`src/rtl/cpu_seq_ctrl_if.sv`:
```
// Bundle of the instruction-source, datapath-enable and RAM handshake signals
// between cpu_seq_ctrl (master) and the rest of the CPU (slave).
//   instruction side : ins, ins_valid -> ; <- en_fetch, ir_out, offset_out
//   datapath enables : en_pc_inc, en_pc_load, en_alu, en_reg_wr, zero_flag
//   RAM side         : en_ram, wen_ram, en_mar_pulse, mdr_ctrl, ram_ack
//   control/status   : en_in, halt, err, state
interface cpu_seq_ctrl_if;
  logic        en_in;
  logic [15:0] ins;
  logic        ins_valid;
  logic        ram_ack;
  logic        zero_flag;

  logic        en_fetch;
  logic [15:0] ir_out;
  logic [7:0]  offset_out;
  logic        en_pc_inc;
  logic        en_pc_load;
  logic        en_alu;
  logic        en_reg_wr;
  logic        en_ram;
  logic        wen_ram;
  logic        en_mar_pulse;
  logic [1:0]  mdr_ctrl;
  logic        halt;
  logic        err;
  logic [2:0]  state;

  modport master (
    input  en_in, ins, ins_valid, ram_ack, zero_flag,
    output en_fetch, ir_out, offset_out, en_pc_inc, en_pc_load, en_alu,
           en_reg_wr, en_ram, wen_ram, en_mar_pulse, mdr_ctrl, halt, err, state
  );

  modport slave (
    output en_in, ins, ins_valid, ram_ack, zero_flag,
    input  en_fetch, ir_out, offset_out, en_pc_inc, en_pc_load, en_alu,
           en_reg_wr, en_ram, wen_ram, en_mar_pulse, mdr_ctrl, halt, err, state
  );
endinterface

```
`src/rtl/cpu_seq_ctrl.sv`:
```
// Multi-cycle control sequencer for the 16-bit course CPU. Fetches one
// instruction into the IR and steps it through DECODE/EXEC/MEM/WB, driving
// the PC, ALU, register-file, MAR/MDR and RAM enables.
// Ports:
//   clk  - system clock, rising edge
//   rst  - asynchronous active-low reset
//   bus  - cpu_seq_ctrl_if.master (instruction, datapath and RAM signals)
// Parameter MEM_TIMEOUT (1..255): MEM cycles without ram_ack before faulting.
//
// state  | meaning
// IDLE   | not running, all enables low
// FETCH  | requesting an instruction word
// DECODE | opcode decode, single PC action
// EXEC   | ALU operation
// MEM    | RAM access, waiting for ram_ack (bounded by MEM_TIMEOUT)
// WB     | register-file write
// HALT   | stopped; err flags a memory timeout or illegal state
module cpu_seq_ctrl #(
  parameter int unsigned MEM_TIMEOUT = 8
) (
  input  logic           clk,
  input  logic           rst,
  cpu_seq_ctrl_if.master bus
);

  typedef enum logic [2:0] {
    S_IDLE   = 3'd0,
    S_FETCH  = 3'd1,
    S_DECODE = 3'd2,
    S_EXEC   = 3'd3,
    S_MEM    = 3'd4,
    S_WB     = 3'd5,
    S_HALT   = 3'd6
  } state_e;

  localparam logic [7:0] CNT_LAST = 8'(MEM_TIMEOUT - 1);

  state_e      state_q, state_d;
  logic [15:0] ir_q, ir_d;
  logic [7:0]  cnt_q, cnt_d;
  logic        err_q, err_d;

  logic [3:0] op;
  logic       is_alu, is_load, is_store, is_jmp, is_bz, is_halt;

  assign op       = ir_q[15:12];
  assign is_alu   = ~op[3];
  assign is_load  = (op == 4'b1000);
  assign is_store = (op == 4'b1001);
  assign is_jmp   = (op == 4'b1010);
  assign is_bz    = (op == 4'b1011);
  assign is_halt  = (op == 4'b1100);

  always_comb begin
    state_e bnd;
    bnd     = bus.en_in ? S_FETCH : S_IDLE;
    state_d = state_q;
    ir_d    = ir_q;
    cnt_d   = '0;       // counter only survives while staying in MEM
    err_d   = err_q;
    case (state_q)
      S_IDLE:   if (bus.en_in) state_d = S_FETCH;
      S_FETCH: begin
        if (bus.ins_valid) begin
          ir_d    = bus.ins;
          state_d = S_DECODE;
        end else if (!bus.en_in) begin
          state_d = S_IDLE;
        end
      end
      S_DECODE: begin
        if (is_alu)                   state_d = S_EXEC;
        else if (is_load || is_store) state_d = S_MEM;
        else if (is_halt)             state_d = S_HALT;
        else                          state_d = bnd;
      end
      S_EXEC:   state_d = S_WB;
      S_MEM: begin
        // ack is checked first so it wins over a timeout in the same cycle
        if (bus.ram_ack) begin
          state_d = is_load ? S_WB : bnd;
        end else if (cnt_q == CNT_LAST) begin
          state_d = S_HALT;
          err_d   = 1'b1;
        end else begin
          state_d = S_MEM;
          cnt_d   = cnt_q + 8'd1;
        end
      end
      S_WB:     state_d = bnd;
      S_HALT:   state_d = S_HALT;
      default: begin
        state_d = S_HALT;
        err_d   = 1'b1;
      end
    endcase
  end

  always_ff @(posedge clk or negedge rst) begin
    if (!rst) begin
      state_q <= S_IDLE;
      ir_q    <= '0;
      cnt_q   <= '0;
      err_q   <= 1'b0;
    end else begin
      state_q <= state_d;
      ir_q    <= ir_d;
      cnt_q   <= cnt_d;
      err_q   <= err_d;
    end
  end

  // Moore decode of the state register; BZ's PC load is the one path that
  // also looks at a live input (zero_flag).
  always_comb begin
    bus.en_fetch     = 1'b0;
    bus.en_pc_inc    = 1'b0;
    bus.en_pc_load   = 1'b0;
    bus.en_alu       = 1'b0;
    bus.en_reg_wr    = 1'b0;
    bus.en_ram       = 1'b0;
    bus.wen_ram      = 1'b0;
    bus.en_mar_pulse = 1'b0;
    bus.mdr_ctrl     = 2'b00;
    bus.halt         = 1'b0;
    case (state_q)
      S_FETCH:  bus.en_fetch = 1'b1;
      S_DECODE: begin
        bus.en_pc_load = is_jmp | (is_bz & bus.zero_flag);
        bus.en_pc_inc  = ~is_halt & ~(is_jmp | (is_bz & bus.zero_flag));
      end
      S_EXEC:   bus.en_alu = 1'b1;
      S_MEM: begin
        bus.en_ram       = 1'b1;
        bus.wen_ram      = is_store;
        bus.mdr_ctrl     = is_store ? 2'b10 : 2'b01;
        bus.en_mar_pulse = (cnt_q == 8'd0);
      end
      S_WB:     bus.en_reg_wr = 1'b1;
      S_HALT:   bus.halt = 1'b1;
      default:  bus.halt = 1'b0;
    endcase
  end

  assign bus.ir_out     = ir_q;
  assign bus.offset_out = ir_q[7:0];
  assign bus.err        = err_q;
  assign bus.state      = state_q;

endmodule

```
`src/flat_wrapper.sv`:
```
// flat-port wrapper written by rule: the top's interface ports become plain ports
module cpu_seq_ctrl_flat 
#(
  parameter int unsigned MEM_TIMEOUT = 8
)
  (clk, rst, bus_en_in, bus_ins, bus_ins_valid, bus_ram_ack, bus_zero_flag, bus_en_fetch, bus_ir_out, bus_offset_out, bus_en_pc_inc, bus_en_pc_load, bus_en_alu, bus_en_reg_wr, bus_en_ram, bus_wen_ram, bus_en_mar_pulse, bus_mdr_ctrl, bus_halt, bus_err, bus_state);
  cpu_seq_ctrl_if bus_i ();
  input  logic clk;
  input  logic rst;
  input wire logic [$bits(bus_i.en_in)-1:0] bus_en_in;
  input wire logic [$bits(bus_i.ins)-1:0] bus_ins;
  input wire logic [$bits(bus_i.ins_valid)-1:0] bus_ins_valid;
  input wire logic [$bits(bus_i.ram_ack)-1:0] bus_ram_ack;
  input wire logic [$bits(bus_i.zero_flag)-1:0] bus_zero_flag;
  output wire logic [$bits(bus_i.en_fetch)-1:0] bus_en_fetch;
  output wire logic [$bits(bus_i.ir_out)-1:0] bus_ir_out;
  output wire logic [$bits(bus_i.offset_out)-1:0] bus_offset_out;
  output wire logic [$bits(bus_i.en_pc_inc)-1:0] bus_en_pc_inc;
  output wire logic [$bits(bus_i.en_pc_load)-1:0] bus_en_pc_load;
  output wire logic [$bits(bus_i.en_alu)-1:0] bus_en_alu;
  output wire logic [$bits(bus_i.en_reg_wr)-1:0] bus_en_reg_wr;
  output wire logic [$bits(bus_i.en_ram)-1:0] bus_en_ram;
  output wire logic [$bits(bus_i.wen_ram)-1:0] bus_wen_ram;
  output wire logic [$bits(bus_i.en_mar_pulse)-1:0] bus_en_mar_pulse;
  output wire logic [$bits(bus_i.mdr_ctrl)-1:0] bus_mdr_ctrl;
  output wire logic [$bits(bus_i.halt)-1:0] bus_halt;
  output wire logic [$bits(bus_i.err)-1:0] bus_err;
  output wire logic [$bits(bus_i.state)-1:0] bus_state;
  assign bus_i.en_in = bus_en_in;
  assign bus_i.ins = bus_ins;
  assign bus_i.ins_valid = bus_ins_valid;
  assign bus_i.ram_ack = bus_ram_ack;
  assign bus_i.zero_flag = bus_zero_flag;
  assign bus_en_fetch = bus_i.en_fetch;
  assign bus_ir_out = bus_i.ir_out;
  assign bus_offset_out = bus_i.offset_out;
  assign bus_en_pc_inc = bus_i.en_pc_inc;
  assign bus_en_pc_load = bus_i.en_pc_load;
  assign bus_en_alu = bus_i.en_alu;
  assign bus_en_reg_wr = bus_i.en_reg_wr;
  assign bus_en_ram = bus_i.en_ram;
  assign bus_wen_ram = bus_i.wen_ram;
  assign bus_en_mar_pulse = bus_i.en_mar_pulse;
  assign bus_mdr_ctrl = bus_i.mdr_ctrl;
  assign bus_halt = bus_i.halt;
  assign bus_err = bus_i.err;
  assign bus_state = bus_i.state;
  cpu_seq_ctrl #(.MEM_TIMEOUT(MEM_TIMEOUT)) u_core (.clk(clk), .rst(rst), .bus(bus_i));
endmodule
```
`config.mk`:
```
export PLATFORM = sky130hd
export DESIGN_NAME = cpu_seq_ctrl_flat
export DESIGN_NICKNAME = d
export VERILOG_FILES = /design/src/rtl/cpu_seq_ctrl_if.sv /design/src/rtl/cpu_seq_ctrl.sv /design/src/flat_wrapper.sv
export SDC_FILE = /design/constraint.sdc
export NUM_CORES = 1
export LEC_CHECK = 0
export ABC_AREA = 1
export ABC_CLOCK_PERIOD_IN_PS = 1450
export BUFFER_PORTS_ARGS = -buffer_cell sky130_fd_sc_hd__buf_2
export CAP_MARGIN = 20
export CORE_MARGIN = 2
export CORE_UTILIZATION = 39
export CTS_CLUSTER_SIZE = 16
export DETAILED_ROUTE_END_ITERATION = 10
export PLACE_DENSITY_LB_ADDON = 0.05
export SLEW_MARGIN = 20
export SYNTH_ARGS = -nofsm -noshare
export SYNTH_HDL_FRONTEND = slang
export SYNTH_SLANG_ARGS = --single-unit
export TNS_END_PERCENT = 1
```
`constraint.sdc`:
```
create_clock -name clk -period 1.45 [get_ports clk]
set_clock_uncertainty 0.1 [all_clocks]
set_input_delay 0.29 -clock clk [delete_from_list [all_inputs] [get_ports clk]]
set_output_delay 0.29 -clock clk [all_outputs]
set_load 0.01 [all_outputs]
```
# After elaboration in Yosys (flattened, before gate mapping)
# Index checks and enable logic that the tools add are counted.
# word_totals
reg_bits	28
wordCells	62
# op_classes
add_sub_neg	1
eq_ne	16
bitwise	6
muxes	28
reduce_logical	7
# op_table
operator	n
3-bit two-way mux	8
8-bit two-way mux	3
4-bit == test (second input constant)	5
3-bit case mux with 6 select lines	1
1-bit two-way mux	12
3-bit == test (second input constant)	3
8-bit by 1-bit adder with 8-bit output (second input constant)	1
8-bit by 3-bit == test with 1-bit output (second input constant)	1
8-bit zero test	1
3-bit by 2-bit == test with 1-bit output (second input constant)	2
2-bit two-way mux	3
6-bit OR reduction	1
2-bit != test (second input constant)	2
2-bit AND reduction	2
3-bit by 1-bit == test with 1-bit output (second input constant)	1
3-bit zero test	1
3-bit != test (second input constant)	1
1-bit NOT	3
3-bit AND reduction	1
1-bit AND	2
2-bit by 1-bit != test with 1-bit output (second input constant)	1
1-bit case mux with 2 select lines	1
1-bit logical OR	1
1-bit bitwise OR	1

# Longest topological paths before layout
# logic_depth
depth_word	6
mapped_depth	9

# Worst setup path after synthesis
# Ideal clock, no wire load.
# synth_path
path_type	reg2out
start	register u_core.state_q[0], in the netlist u_core.bus.state[0]
end	output bus_mdr_ctrl[1]
path_slack_ns	-0.262
arrival_time_ns	1.322
stages_incl_launch_ff	6
required_ns	1.060
n_path_buf	2
cell_sequence	dfrtp_1 -> buf_6 -> nor2_2 -> nand2_2 -> nor3_1 -> buf_4
# synth_between
elab_chain_len	2
# synth_lines
item	line_no	source
from (decl)	cpu_seq_ctrl.sv:38	state_e state_q, state_d;
from (signal assigned)	cpu_seq_ctrl.sv:106	state_q <= state_d;
3-bit == test	cpu_seq_ctrl.sv:126	case (state_q)
2-bit two-way mux	cpu_seq_ctrl.sv:126	
to (decl)	flat_wrapper.sv:25	output wire logic [$bits(bus_i.mdr_ctrl)-1:0] bus_mdr_ctrl;
# No other way between the ends.

# Final worst setup path
# layout_path
start	register u_core.state_q[0], in the netlist u_core.bus.state[0]
end	output bus_wen_ram
# layout_between
elab_chain_len	2
# layout_lines
item	line_no	source
3-bit == test	cpu_seq_ctrl.sv:126	
1-bit two-way mux	cpu_seq_ctrl.sv:126	
to (decl)	flat_wrapper.sv:23	output wire logic [$bits(bus_i.wen_ram)-1:0] bus_wen_ram;
# No other way between the ends.

==> qor.txt <==
Fin crit share: 119.4%
First-pass GRT wire length: 5292 um
Syn_nets: 186
Initial antenna violation count: 0
RSZ-0062 raised after global routing: yes
Mapped Area: 1525 sq um
Clock Latency Late Sink: 0.27 ns
R2R depth: 8
Yosys cell types: 32
Rows: 22
Largest cells by area after synthesis: dfrtp_1 46%, mux2_4 11%, nor2_1 6.4%
Gr ovfl total: 0
Syn_area_per_cell: 9.415 sq um
Post-DP HPWL: 2479 um
Design area: 2120 sq um
Place WS: -0.09354 ns
Via density: 4.530
Final Critical Period: 1.731 ns
Worst Tran Pin Value: 0.3433 ns
Count of final setup violators: 22
Fmax: 577.8 MHz
Detailed Route WL: 3128 um
Relative slew margins: 77.12%
Largest net degree at the start of global routing: 29
Port bufs: 60
Critical path type: flop to output pin
#FFs+latches synth: 28
Total track usage: 15.58%
Antenna cells: 0
Setup crit end: bus_wen_ram
Startpoint types: flop
Leak: 1.235 nW
Clock Tree Buf Depth: 2
Final Hold Vio Count: 0
Yosys Warn Count: 0
DRT iter0 DRCs: 56
Crit path DAT: 1.34 ns
Max IR drop VDD: 475.4 uV
Die extent in x: 66.54 um
R2R setup slack: -0.08 ns
Post-synthesis sequential area ratio: 45.94%
Data required, critical path: 1.06 ns
Die area: 4427 sq um
Final Wtd Congestion: 0.8173
Power Density: 614.1 nW/um^2
Clock transition at path regs: 0.09 ns
Clock root buffer: clkbuf_8
CTS tree: built
Max Fanout on Critical Path: 5
Area of the core: 3716 sq um
Total power: 0.001302 W
Max_cap viols: 0
Min-Delay Path Class: input pin to flop
Worst r2r dst: u_core.cnt_q[3]
Status: complete, but fails checks
PnR worst setup slack: -0.2808 ns
Most common cell after layout, fill and taps aside: buf_2
H-Tree Depth: 1
# DRC: 0
Via Count: 1282
Final core area utilization: 57.04%
Wire per inst: 11.05 um
DR pass1 iterations: 4
Top-area cell type share of the netlist area: 45.94%
Yosys top cell by area: dfrtp_1
Post-route ant nets: 0
Post-Syn Instances: 162
Crit path from: u_core.bus.state[0]
Layout net count: 260
Layout cells sized above 1: 50.64%
Failing checks: setup timing
Clk sinks: 28
# IOs: 61
Fin. max-slew vios: 0
Total CTS buffers: 3
Initial Util: 41.04%
Area delta synth->final: 38.97%
Most frequent cells in the layout: 57 x buf_2, 24 x nor2_1, 24 x dfrtp_1
DP Area: 1956 sq um
Vias in the first global route: 1225
Worst r2r src: u_core.cnt_q[0]
Die Ht: 66.54 um
Setup TNS: -2.756 ns
Critical Path Sink Type: output pin
-- power breakdown --
| group | total (W) | internal (W) | switching [W] |
|---|---|---|---|
| clock network | 0.000468 | 0.000243 | 0.000225 |
| registers | 0.000780 | 0.000780 | 0 |
| logic | 0.0000535 | 0.0000254 | 0.0000282 |
| total | 0.00130 | 0.00105 | 0.000253 |
-- through the flow --
step / hold WS, ns / instances
after floorplan: -0.1056 / 162
after CTS: 0.1314 / 282
after global placement: 0.2086 / 275
after global routing: 0.1261 / 283
after detailed placement: 0.2115 / 275
final: 0.1423 / 283
-- synth_stat cells (all sizes together) --
cell type / n
a31oi: 1
nor3: 3
mux2: 12
nand3: 9
o21ai: 3
buf: 13
and2: 1
xor2: 1
nand3b: 1
nand2: 27
o2111ai: 1
o211a: 1
nor2: 29
o21a: 1
nand4: 2
ha: 2
clkinv: 1
a21oi: 7
dfrtp: 28
nor3b: 1
nor4: 1
inv: 17
-- worst max-delay path, cell delays in order (launching register included) --
cell and delay, ns:
dfrtp_2 0.47, nor2_4 0.13, nand2_4 0.09, buf_6 0.13
nor3_4 0.11, buf_2 0.15
-- kinds of logic after synthesis --
logic type               count (synthesis)  synth area share, %
AND/OR/NAND/NOR                         74                23.38
buffers and inverters                   31                11.48
flip-flops                              28                45.94
AO/OA/AOI/OAI                           14                5.414
multiplexers                            12                11.57
adder cells (fa/ha/maj)                  2                1.640
XOR/XNOR                                 1               0.5743
-- worst min path at each step --
stage          slack, ns                   end        from  depth (start not counted)
5_1_grt             0.13  u_core.bus.ir_out[8]  bus_ins[8]                          2
3_3_place_gp        0.21       u_core.cnt_q[4]         rst                          2
6_report            0.14  u_core.bus.ir_out[1]  bus_ins[1]                          2
2_1_floorplan      -0.11        u_core.bus.err         rst                          0
3_5_place_dp        0.21       u_core.cnt_q[5]         rst                          2
4_1_cts             0.13  u_core.bus.ir_out[1]  bus_ins[1]                          2
-- sequential cells by signal, indices dropped and copies added (netlist names) --
register,cells
u_core.bus.err,1
u_core.cnt_q,8
u_core.bus.ir_out,16
u_core.bus.state,3
-- what timing repair did --
| action | CTS | global route |
|---|---|---|
| endpoints found under the hold margin | 28 | 0 |
| endpoints found under the setup margin | 31 | 40 |
| pin swaps | 2 | 2 |
| hold buffers | 1 | 0 |
| gates resized for setup | 15 | 4 |
| buffers inserted | 2 | 1 |
-- routing by layer --
layer | share of wire [%] | GRT usage, % | routed length (um)
met1 | 46 | 20.00 | 1434
met2 | 48 | 26.50 | 1496
met3 | 5.5 | 3.547 | 172
met4 | 0.77 | 3.827 | 24
met5 | 0 | 0 | 0
-- area by class of cell --
| class | count | area (sq um) |
|---|---|---|
| sequential | 28 | 705.7 |
| tap | 48 | 60.06 |
| multi-input combinational | 103 | 715.7 |
| timing repair buffer | 82 | 514.2 |
| inverter | 18 | 68.82 |
| clock buffer | 4 | 55.05 |
| fill | 360 | 1597 |
Power figures use the tool's default switching activity.
